### config.mk
export PLATFORM = sky130hd
export DESIGN_NAME = lane_align_mapper_flat
export DESIGN_NICKNAME = d
export VERILOG_FILES = /design/src/rtl/lane_align_mapper_if.sv /design/src/rtl/lane_align_mapper.sv /design/src/flat_wrapper.sv
export SDC_FILE = /design/constraint.sdc
export NUM_CORES = 1
export LEC_CHECK = 0
export CORE_UTILIZATION = 51
export DETAILED_ROUTE_END_ITERATION = 12
export PLACE_DENSITY_LB_ADDON = 0.12
export SLEW_MARGIN = 30
export SYNTH_ARGS = -nofsm -noshare
export SYNTH_HDL_FRONTEND = slang
export SYNTH_SLANG_ARGS = --single-unit
### constraint.sdc
create_clock -name CLK_80 -period 2.7 [get_ports CLK_80]
set_clock_uncertainty 0.05 [all_clocks]
set_input_delay 0.27 -clock CLK_80 [delete_from_list [all_inputs] [get_ports CLK_80]]
set_output_delay 0.27 -clock CLK_80 [all_outputs]
set_load 0.02 [all_outputs]
### src/rtl/lane_align_mapper_if.sv
// Bundles the lane_align_mapper data, control and status signals.
// The master side drives the raw lane words and the controls; the slave side is the mapper.
interface lane_align_mapper_if #(
    parameter int N_LANES = 8,
    parameter int RATIO   = 4
);
    localparam int OW = (RATIO > 1) ? $clog2(RATIO) : 1;

    logic [N_LANES*RATIO-1:0] DATA_IN;
    logic [N_LANES-1:0]       DISABLE;
    logic                     TRAIN_EN;
    logic [N_LANES*RATIO-1:0] DATA_OUT;
    logic [N_LANES*OW-1:0]    OFFSET;
    logic [N_LANES-1:0]       LOCKED;
    logic                     ALL_LOCKED;
    logic [N_LANES*8-1:0]     ERR_CNT;

    modport master (
        output DATA_IN, DISABLE, TRAIN_EN,
        input  DATA_OUT, OFFSET, LOCKED, ALL_LOCKED, ERR_CNT
    );

    modport slave (
        input  DATA_IN, DISABLE, TRAIN_EN,
        output DATA_OUT, OFFSET, LOCKED, ALL_LOCKED, ERR_CNT
    );
endinterface

### src/rtl/lane_align_mapper.sv
// Per-lane bit-slip word aligner with training-pattern lock FSM.
// Each lane slides a RATIO-bit window over {previous word, current word} until the
// training pattern is seen LOCK_CNT times in a row, then freezes its offset.
// Optional feature: define LANE_ERR_CNT_EN to build the per-lane 8-bit saturating
// mismatch counters on ERR_CNT; otherwise ERR_CNT is tied to zero.
module lane_align_mapper #(
    parameter int               N_LANES       = 8,
    parameter int               RATIO         = 4,
    parameter logic [RATIO-1:0] TRAIN_PATTERN = 4'b0011,
    parameter int               LOCK_CNT      = 16
) (
    input logic                CLK_80,
    input logic                RESET,
    lane_align_mapper_if.slave bus
);
    localparam int OW = (RATIO > 1) ? $clog2(RATIO) : 1;
    localparam int CW = $clog2(LOCK_CNT + 1);

    localparam logic [2:0] StIdle   = 3'd0;
    localparam logic [2:0] StSearch = 3'd1;
    localparam logic [2:0] StBlank  = 3'd2;
    localparam logic [2:0] StVerify = 3'd3;
    localparam logic [2:0] StLocked = 3'd4;

    logic [2:0]       state_q [N_LANES];
    logic [2:0]       state_d [N_LANES];
    logic [OW-1:0]    off_q   [N_LANES];
    logic [OW-1:0]    off_d   [N_LANES];
    logic [CW-1:0]    cnt_q   [N_LANES];
    logic [CW-1:0]    cnt_d   [N_LANES];
    logic [RATIO-1:0] prev_q  [N_LANES];
    logic [RATIO-1:0] lane_a  [N_LANES];

    logic [N_LANES-1:0]       match;
    logic [N_LANES-1:0]       locked_d;
    logic [N_LANES*RATIO-1:0] dout_q;
    logic                     all_q;
    logic                     all_d;
    logic                     train_low_q;
    logic                     train_rise;

    // train_low_q means "TRAIN_EN was low last cycle"; clearing it in reset means a
    // TRAIN_EN held high through reset release is not seen as a rising edge.
    assign train_rise = bus.TRAIN_EN & train_low_q;

    // Aligned word per lane: slice of {previous, current} starting at the lane offset.
    always_comb begin
        for (int k = 0; k < N_LANES; k++) begin
            lane_a[k] = RATIO'({prev_q[k], bus.DATA_IN[k*RATIO +: RATIO]} >> off_q[k]);
            match[k]  = (lane_a[k] == TRAIN_PATTERN);
        end
    end

    // Lane FSM next state: disable beats a training edge, which beats normal progress.
    always_comb begin
        for (int k = 0; k < N_LANES; k++) begin
            state_d[k] = state_q[k];
            off_d[k]   = off_q[k];
            cnt_d[k]   = cnt_q[k];
            if (bus.DISABLE[k]) begin
                state_d[k] = StIdle;
            end else if (train_rise) begin
                state_d[k] = StSearch;
                cnt_d[k]   = '0;
            end else begin
                case (state_q[k])
                    StIdle: ;
                    StSearch, StVerify: begin
                        if (match[k]) begin
                            cnt_d[k] = (state_q[k] == StSearch) ? CW'(1) : cnt_q[k] + CW'(1);
                            if (cnt_d[k] >= CW'(LOCK_CNT)) begin
                                state_d[k] = StLocked;
                            end else begin
                                state_d[k] = StVerify;
                            end
                        end else begin
                            // Slip one bit; the next cycle is blanked while the window settles.
                            off_d[k]   = (off_q[k] == OW'(RATIO - 1)) ? '0 : off_q[k] + OW'(1);
                            state_d[k] = StBlank;
                        end
                    end
                    StBlank:  state_d[k] = StSearch;
                    StLocked: ;
                    default:  state_d[k] = StIdle;
                endcase
            end
            locked_d[k] = (state_d[k] == StLocked);
        end
        all_d = ~(&bus.DISABLE) & (&(locked_d | bus.DISABLE));
    end

    // Lane state, window history, aligned output and lock summary registers.
    always_ff @(posedge CLK_80) begin
        if (RESET) begin
            for (int k = 0; k < N_LANES; k++) begin
                state_q[k] <= StIdle;
                off_q[k]   <= '0;
                cnt_q[k]   <= '0;
                prev_q[k]  <= '0;
            end
            dout_q      <= '0;
            all_q       <= 1'b0;
            train_low_q <= 1'b0;
        end else begin
            for (int k = 0; k < N_LANES; k++) begin
                state_q[k] <= state_d[k];
                off_q[k]   <= off_d[k];
                cnt_q[k]   <= cnt_d[k];
                prev_q[k]  <= bus.DATA_IN[k*RATIO +: RATIO];
                dout_q[k*RATIO +: RATIO] <= bus.DISABLE[k] ? '0 : lane_a[k];
            end
            all_q       <= all_d;
            train_low_q <= ~bus.TRAIN_EN;
        end
    end

    // Pack per-lane status onto the flat output buses.
    always_comb begin
        bus.OFFSET = '0;
        bus.LOCKED = '0;
        for (int k = 0; k < N_LANES; k++) begin
            bus.OFFSET[k*OW +: OW] = off_q[k];
            bus.LOCKED[k]          = (state_q[k] == StLocked);
        end
    end

    assign bus.DATA_OUT   = dout_q;
    assign bus.ALL_LOCKED = all_q;

`ifdef LANE_ERR_CNT_EN
    logic [7:0] err_q [N_LANES];

    // Saturating mismatch count while locked and training is still requested.
    always_ff @(posedge CLK_80) begin
        if (RESET) begin
            for (int k = 0; k < N_LANES; k++) begin
                err_q[k] <= '0;
            end
        end else begin
            for (int k = 0; k < N_LANES; k++) begin
                if (train_rise) begin
                    err_q[k] <= '0;
                end else if ((state_q[k] == StLocked) && bus.TRAIN_EN && !bus.DISABLE[k] &&
                             !match[k] && (err_q[k] != 8'hFF)) begin
                    err_q[k] <= err_q[k] + 8'd1;
                end
            end
        end
    end

    // Pack counters onto ERR_CNT.
    always_comb begin
        bus.ERR_CNT = '0;
        for (int k = 0; k < N_LANES; k++) begin
            bus.ERR_CNT[k*8 +: 8] = err_q[k];
        end
    end
`else
    assign bus.ERR_CNT = '0;
`endif

endmodule

### src/flat_wrapper.sv
// flat-port wrapper written by rule: the top's interface ports become plain ports
module lane_align_mapper_flat 
#(
    parameter int               N_LANES       = 8,
    parameter int               RATIO         = 4,
    parameter logic [RATIO-1:0] TRAIN_PATTERN = 4'b0011,
    parameter int               LOCK_CNT      = 16
)
  (CLK_80, RESET, bus_DATA_IN, bus_DISABLE, bus_TRAIN_EN, bus_DATA_OUT, bus_OFFSET, bus_LOCKED, bus_ALL_LOCKED, bus_ERR_CNT);
  lane_align_mapper_if #(.N_LANES(N_LANES), .RATIO(RATIO)) bus_i ();
  input logic CLK_80;
  input logic RESET;
  input wire logic [$bits(bus_i.DATA_IN)-1:0] bus_DATA_IN;
  input wire logic [$bits(bus_i.DISABLE)-1:0] bus_DISABLE;
  input wire logic [$bits(bus_i.TRAIN_EN)-1:0] bus_TRAIN_EN;
  output wire logic [$bits(bus_i.DATA_OUT)-1:0] bus_DATA_OUT;
  output wire logic [$bits(bus_i.OFFSET)-1:0] bus_OFFSET;
  output wire logic [$bits(bus_i.LOCKED)-1:0] bus_LOCKED;
  output wire logic [$bits(bus_i.ALL_LOCKED)-1:0] bus_ALL_LOCKED;
  output wire logic [$bits(bus_i.ERR_CNT)-1:0] bus_ERR_CNT;
  assign bus_i.DATA_IN = bus_DATA_IN;
  assign bus_i.DISABLE = bus_DISABLE;
  assign bus_i.TRAIN_EN = bus_TRAIN_EN;
  assign bus_DATA_OUT = bus_i.DATA_OUT;
  assign bus_OFFSET = bus_i.OFFSET;
  assign bus_LOCKED = bus_i.LOCKED;
  assign bus_ALL_LOCKED = bus_i.ALL_LOCKED;
  assign bus_ERR_CNT = bus_i.ERR_CNT;
  lane_align_mapper #(.N_LANES(N_LANES), .RATIO(RATIO), .TRAIN_PATTERN(TRAIN_PATTERN), .LOCK_CNT(LOCK_CNT)) u_core (.CLK_80(CLK_80), .RESET(RESET), .bus(bus_i));
endmodule
==> metrics.csv, run 1 <==
stage;metric;value;unit
timing;final setup fails;0;
placed_design;HPWL Detailed;11320;um
critical_path;slowest CP cell;mux4_2;
cts;CTS buffer count;17;
global_routing;largest net degree at the start of global routing;43;
worst_hold_path;HP Class;input pin to register;
power_and_ir_drop;power per cell area;584.5;nW/um^2
cells_and_area;Final #Nets;941;
critical_path;FF-to-FF End;u_core.cnt_q[0][26]$_SDFFE_PP0P_;
routing;Starting DRT DRC Count;333;
cells_and_area;Sequential Area;2764;um^2
routing;detail-routed via count per cell;5.500;
timing;fin. max-slew vios;0;
cts;TritonCTS clock tree;yes;
synth;Mapped Area;7126;um^2
worst_hold_path;Hold Path Stages;2;
cts;clock net sink count;138;
critical_path;Crit. End Element;register;
global_routing;vias in the first global route;5785;
synth;Cell variety after synth;69;
timing;endpoints failing hold;0;
critical_path;r2r setup slk;0.14;ns
timing;max frequency;391.1;MHz
synth;Synth Area in XOR/XNOR;1.106;%
routing;DRT antenna net count;0;
timing;Period minus WS final;2.557;ns
global_routing;first-pass GRT wire length;26790;um
timing;RSZ-0062 raised after global routing;no;
synth;FF+latch count, synth;138;
floorplan;die area;14450;um^2
cts;CTS Root Cell;clkbuf_16;
placed_design;DP Area;8162;um^2
critical_path;Crit Path Category;register to register;
run;max-cap violations;0;
global_routing;Tot GR Track Use;23.06;%
routing;DRC errors left;0;
critical_path;Worst Path Required;2.96;ns
cells_and_area;multi-input logic area;3879;um^2
synth;Post-synth ARST share;0;%
cts;Skew-Pair Late Insertion Delay;0.42;ns
floorplan;CORE AREA;13450;um^2
cts;cts hold-fix bufs;0;
cells_and_area;final instance area;8835;um^2
synth;largest family of logic cells by synthesized area;simple AND/OR/NAND/NOR gates;
critical_path;Bufs and invs on worst path;0;
cells_and_area;fraction of layout cells with a size suffix above 1;13.41;%
critical_path;Worst setup SP type;register;
critical_path;highest net fanout along the worst path;5;
synth;mux share of post-synthesis cell area;12.45;%
placed_design;I/O Buffers;99;
synth;Simple-Gate Fraction of Synth Area;21.58;%
routing;routed wl met2;7905;um
global_routing;GRT overflow;0;
cells_and_area;fill count;1131;
synth;register area share after synthesis;38.77;%
routing;Highest Signal Layer;met4;
synth;EDFF count, synth;0;
timing;fin crit share;94.70;%
worst_hold_path;hold worst-path end;u_core.off_q[0][8]$_SDFFE_PP0P_;
floorplan;I/O pin count;164;
cts;CTS Buffer Depth;2;
floorplan;Die Y;120.2;um
placed_design;gpl congestion;0.8442;
cells_and_area;Area growth, synth to finish;23.99;%
synth;Syn Area/Cell;9.266;um^2
outcome;status;complete, no violations;
worst_hold_path;Hold Crit Start;RESET;
floorplan;Rows;42;
critical_path;crit path DAT;2.82;ns
timing;Slew @ Worst Pin;0.4922;ns
floorplan;DIE WIDTH;120.2;um
routing;DR WL/cell;14.82;um
synth;post-synthesis compound-gate area fraction;12.96;%
cts;Clock transition at path regs;0.06;ns
synth;Yosys Warn Count;0;
cells_and_area;Post-Layout Cell Count;1071;
global_routing;initial antenna violation count;0;
routing;via count;5890;
synth;Post-Synth Adder-Cell Area;2.809;%
critical_path;reg-to-reg startpoint;u_core.off_q[0][10]$_SDFFE_PP0P_;
routing;routed wire length;15870;um
placed_design;placed cell count;1039;
power_and_ir_drop;leak pwr;3.351;nW
critical_path;CP Cell Sequence;mux4_2, or2_1, or4_1, a21oi_2, nor3b_1, a41o_1;
cells_and_area;final antenna diode count;0;
timing;Slew Limit Headroom;66.84;%
critical_path;critical path's top delay family;simple AND/OR/NAND/NOR gates;
routing;met3 WL post-DR;698;um
synth;Synth Instances;769;
power_and_ir_drop;Max VDD drop;0.3918;mV
routing;DRT Pass-1 Iters;5;
synth;ys flop type;dfxtp_1;
routing;metal1 wirelength;7026;um
floorplan;initial core utilization;52.97;%
cts;htree depth;4;
critical_path;Worst Reg-to-Reg Cells;6;
critical_path;CP peak stage delay;0.54;ns
power by group:
part | total, mW | internal [mW] | leakage (nW) | switching, mW
sequential | 2.10 | 2.08 | 1.12 | 0.0214
clock | 2.58 | 1.71 | 0.322 | 0.875
combinational | 0.479 | 0.198 | 1.90 | 0.281
cells in the mapped netlist (all sizes together), types with 6 or more instances:
library cell	n	area share, %
dfxtp	138	39
buf	77	8.1
nor2	66	3.5
nand2	45	2.4
a21oi	41	2.9
nor2b	37	3.2
nor3	31	2.2
mux2i	29	4.1
clkbuf	27	1.4
o21ai	27	1.9
mux4	22	7.0
nand3	21	1.5
and2	17	1.5
ha	16	2.8
nand2b	16	1.4
inv	14	0.74
nor3b	12	1.3
a211oi	9	0.95
and3	9	0.79
mux2	9	1.4
or3	9	0.81
a21o	8	0.84
nand4	6	0.53
metal layers:
metal  vias up  GRT usage [%]
met4         0          8.516
li1       2865              -
met5         -              0
met1      2826          28.04
met2       176          39.94
met3        23          4.858
state kept, by name, summed over array words and instances, names as in the netlist:
signal and flops:
u_core.state_q 24, u_core.off_q 16, u_core.bus.DATA_OUT 32, u_core.bus.ALL_LOCKED 1, u_core.train_low_q 1, u_core.prev_q 24, u_core.cnt_q 40
placed cells by master (no fill, tap or decap), types with 6 or more instances in the layout:
master	Yosys	routed
a211oi_1	9	9
a21o_1	8	8
a21oi_1	40	40
and2_1	16	16
and3_1	9	9
buf_4	68	37
clkbuf_16	0	17
clkdlybuf4s50_1	0	98
conb_1	1	64
dfxtp_1	138	137
ha_1	16	16
inv_1	14	14
mux2_2	9	9
mux2i_1	29	29
mux4_2	22	22
nand2_1	45	45
nand2b_1	16	16
nand3_1	21	21
nand4_1	6	6
nor2_1	66	66
nor2b_1	37	37
nor3_1	30	30
nor3b_1	12	12
o21ai_0	27	27
or3_1	8	8
cells by family (layout without fill, tap and decap cells):
family | count (synthesis) | in the layout
buf+inv | 118 | 181
fa+ha+maj | 16 | 16
compound gates | 138 | 138
simple gates | 289 | 289
other cells | 1 | 64
xor+xnor | 9 | 9
flops | 138 | 138
mux | 60 | 60
cell type report:
type                       count  area share, %
tap                          176          2.493
inverter                      14         0.5948
sequential                   138          31.28
timing repair buffer         135          14.25
clock buffer                  20          5.283
multi-input combinational    576          43.90
clock inverter                12          2.195
through the flow:
step	hold slack [ns]	util [%]	power, mW	setup TNS (ns)	setup slack, ns
after floorplan	0.2867	-	2.510	0	0.08734
after global placement	0.4090	60.67	2.612	0	0.03264
after detailed placement	0.4214	60.67	2.623	-0.06691	-0.03930
after CTS	0.1804	65.58	5.199	0	0.1410
after global routing	0.1932	65.67	5.344	0	0.006861
final	0.1959	65.67	5.164	0	0.1430
timing repair:
item                                   in CTS  in global routing
setup buffers                               0                  0
setup endpoints to repair                   0                  1
endpoints found under the hold margin       0                  0
resized for setup                           0                  3
worst max path at each step:
stage                                     start                          endpoint  slack (ns)  cells after the start
2_1_floorplan  u_core.off_q[0][10]$_SDFFE_PP0P_  u_core.cnt_q[0][26]$_SDFFE_PP0P_        0.09                      7
3_3_place_gp                    bus_DATA_IN[23]  u_core.cnt_q[0][26]$_SDFFE_PP0P_        0.03                      7
3_5_place_dp                    bus_DATA_IN[11]  u_core.bus.ALL_LOCKED$_SDFF_PP0_       -0.04                      6
4_1_cts        u_core.off_q[0][10]$_SDFFE_PP0P_  u_core.cnt_q[0][26]$_SDFFE_PP0P_        0.14                      6
5_1_grt         u_core.off_q[0][2]$_SDFFE_PP0P_  u_core.bus.ALL_LOCKED$_SDFF_PP0_       0.007                      6
6_report       u_core.off_q[0][10]$_SDFFE_PP0P_  u_core.cnt_q[0][26]$_SDFFE_PP0P_        0.14                      6
Power figures use the tool's default switching activity.
==> inputs of run 2 (changes only) <==
--- a/config.mk
+++ b/config.mk
@@ -6,6 +6,7 @@
 export NUM_CORES = 1
 export LEC_CHECK = 0
 export CORE_UTILIZATION = 51
+export CTS_CLUSTER_SIZE = 20
 export DETAILED_ROUTE_END_ITERATION = 12
 export PLACE_DENSITY_LB_ADDON = 0.12
 export SLEW_MARGIN = 30
==> results of run 2 <==
Final layout, timing and power as in run 1 (identical DEF).
==> inputs of run 3 (changes only) <==
--- a/config.mk
+++ b/config.mk
@@ -5,7 +5,8 @@
 export SDC_FILE = /design/constraint.sdc
 export NUM_CORES = 1
 export LEC_CHECK = 0
-export CORE_UTILIZATION = 51
+export ABC_AREA = 1
+export CORE_UTILIZATION = 46
 export CTS_CLUSTER_SIZE = 20
 export DETAILED_ROUTE_END_ITERATION = 12
 export PLACE_DENSITY_LB_ADDON = 0.12
==> constraint.sdc (replaced) <==
create_clock -name CLK_80 -period 2.1 [get_ports CLK_80]
set_clock_uncertainty 0.05 [all_clocks]
set_input_delay 0.21 -clock CLK_80 [delete_from_list [all_inputs] [get_ports CLK_80]]
set_output_delay 0.21 -clock CLK_80 [all_outputs]
set_load 0.02 [all_outputs]
==> metrics.csv, run 3 <==
stage;metric;value;unit
floorplan;DIE WIDTH;128.8;um
timing;fin. max-slew vios;0;
global_routing;largest net degree at the start of global routing;36;
global_routing;GRT overflow;0;
cts;Skew-Pair Late Insertion Delay;0.43;ns
cts;clock net sink count;138;
placed_design;gpl congestion;0.8533;
cells_and_area;Final #Nets;1236;
routing;via count;6679;
synth;Synth Instances;1070;
cts;htree depth;4;
synth;register area share after synthesis;37.34;%
routing;DR WL/cell;11.02;um
timing;endpoints failing hold;0;
synth;Mapped Area;7398;um^2
synth;FF+latch count, synth;138;
power_and_ir_drop;power per cell area;725.0;nW/um^2
placed_design;HPWL Detailed;11210;um
cells_and_area;final antenna diode count;0;
cells_and_area;most common cell after layout, fill and taps aside;nand2_1;
critical_path;CP Cell Sequence;clkdlybuf4s50_1;
worst_hold_path;HP Class;input pin to register;
critical_path;Worst setup SP type;register;
timing;Worst Setup Slack, final;0.1031;ns
cts;TritonCTS clock tree;yes;
synth;biggest area consumer among synthesized cells;dfxtp_1;
routing;DRT Pass-1 Iters;5;
synth;most common cell in the netlist;nand2_1;
floorplan;Rows;45;
routing;DRT antenna net count;0;
timing;max frequency;500.8;MHz
power_and_ir_drop;Max VDD drop;0.6050;mV
power_and_ir_drop;leak pwr;3.969;nW
cts;CTS Root Cell;clkbuf_16;
outcome;status;complete, no violations;
synth;Area contributors post-synth;dfxtp_1, nand2_1, buf_4, nor2_1, a21oi_1;
cells_and_area;Area growth, synth to finish;21.87;%
critical_path;critical path's top delay family;buffers and inverters;
critical_path;Crit. End Element;output pin;
synth;Cell variety after synth;44;
floorplan;Die Y;128.8;um
power_and_ir_drop;Total Power;6.537;mW
synth;Synth top area share;37.34;%
global_routing;Tot GR Track Use;19.34;%
global_routing;first-pass GRT wire length;25830;um
floorplan;die area;16590;um^2
timing;setup TNS;0;ns
routing;detail-routed via count per cell;4.767;
run;max-cap violations;0;
cells_and_area;fill count;1528;
cts;CTS buffer count;17;
cts;cts hold-fix bufs;0;
placed_design;DP Area;8396;um^2
placed_design;Post-Place Setup Slack;0.1701;ns
floorplan;I/O pin count;164;
synth;Post-synth ARST share;0;%
routing;DRC errors left;0;
cts;Post-CTS Setup Inserts;0;
synth;ys flop type;dfxtp_1;
cells_and_area;most frequent cells in the layout;nand2_1, dfxtp_1, nor2_1;
routing;Starting DRT DRC Count;267;
synth;commonest cells in the netlist;nand2_1, dfxtp_1, nor2_1, inv_1, a21oi_1;
synth;Syn Area/Cell;6.914;um^2
cts;Clock transition at path regs;0.06;ns
floorplan;CORE AREA;15430;um^2
critical_path;Worst Path Required;1.84;ns
timing;final setup fails;0;
synth;Yosys Warn Count;0;
critical_path;highest net fanout along the worst path;10;
placed_design;I/O Buffers;99;
global_routing;initial antenna violation count;0;
cells_and_area;fraction of layout cells with a size suffix above 1;10.17;%
timing;fin crit share;95.09;%
global_routing;vias in the first global route;5922;
critical_path;CP peak stage delay;0.70;ns
synth;EDFF count, synth;0;
routing;routed wire length;15430;um
cts;CTS Buffer Depth;2;
floorplan;initial core utilization;47.96;%
critical_path;Crit Path Category;register to output pin;
timing;RSZ-0062 raised after global routing;no;
critical_path;slowest CP cell;clkdlybuf4s50_1;
cells_and_area;max reg flops;40;
cells_and_area;final instance area;9016;um^2
cells_and_area;Top reg by flops;u_core.cnt_q;
timing;Period minus WS final;1.997;ns
placed_design;placed cell count;1369;
cells_and_area;Post-Layout Cell Count;1401;
critical_path;crit path DAT;1.74;ns
critical_path;Bufs and invs on worst path;1;
==> run 3: cell count changes in the layout (fill, tap and decap cells not counted), moves of 22 or more <==
| cell | before | now |
|---|---|---|
| nand2_1 | 45 | 263 |
| inv_1 | 14 | 103 |
| nor2_1 | 66 | 128 |
| nand3_1 | 21 | 77 |
| a21oi_1 | 40 | 81 |
| nor2b_1 | 37 | 0 |
| mux2i_1 | 29 | 0 |
| nand2_2 | 0 | 26 |
| buf_4 | 37 | 12 |
| mux4_2 | 22 | 0 |
==> run 3: cell families (layout without fill, tap and decap cells) <==
logic type,Yosys count,count (layout),share of synthesized area [%]
xor+xnor,4,4,0.4736
fa+ha+maj,16,16,2.706
compound gates,143,143,11.40
buf+inv,213,270,15.05
other cells,1,64,0.05069
flops,138,138,37.34
simple gates,555,555,32.98
==> run 3: what timing repair did <==
action                                  4_1_cts  5_1_grt
gates resized for setup                       0        1
endpoints found under the hold margin         0        0
endpoints found under the setup margin        0        1
==> run 3: layer usage <==
metal	vias up	wire (um)	global-route usage [%]
li1	3510	-	-
met1	2989	7331	24.43
met2	162	7064	31.99
met3	18	838	4.574
met4	0	199	7.266
met5	-	0	0
==> run 3: final timing paths <==
kind	startpoint	end	slack, ns	cells after the start
worst min register to register	u_core.cnt_q[0][24]$_SDFFE_PP0P_	u_core.cnt_q[0][24]$_SDFFE_PP0P_	0.41	2
worst max register to register	u_core.off_q[0][10]$_SDFFE_PP0P_	u_core.cnt_q[0][29]$_SDFFE_PP0P_	0.25	11
worst max-delay path	u_core.off_q[0][10]$_SDFFE_PP0P_	bus_OFFSET[10]	0.10	1
worst min-delay path	RESET	u_core.state_q[0][0]$_SDFF_PP0_	0.13	2
==> run 3: through the flow <==
stage,util [%],hold WS [ns]
6_report,58.44,0.1333
3_3_place_gp,54.42,0.3977
4_1_cts,58.43,0.1224
2_1_floorplan,-,0.2267
3_5_place_dp,54.42,0.4071
5_1_grt,58.44,0.1600
==> run 3: report_power, final <==
part	internal (mW)	leakage, nW	total (mW)	switching [mW]
Clock	2.00	0.295	3.13	1.13
Combinational	0.249	2.55	0.679	0.429
Sequential	2.69	1.12	2.73	0.0393
Total	4.94	3.97	6.54	1.59
==> run 3: layout make-up <==
cell class              instances  area (um^2)  area share [%]
multi-input cells             782         3759           41.69
inverters                     125        494.2           5.482
clock buffers                  19        442.9           4.913
clock inverters                13        175.2           1.943
flip-flops and latches        138         2763           30.64
well taps                     211        264.0           2.928
repair buffers                113         1119           12.41
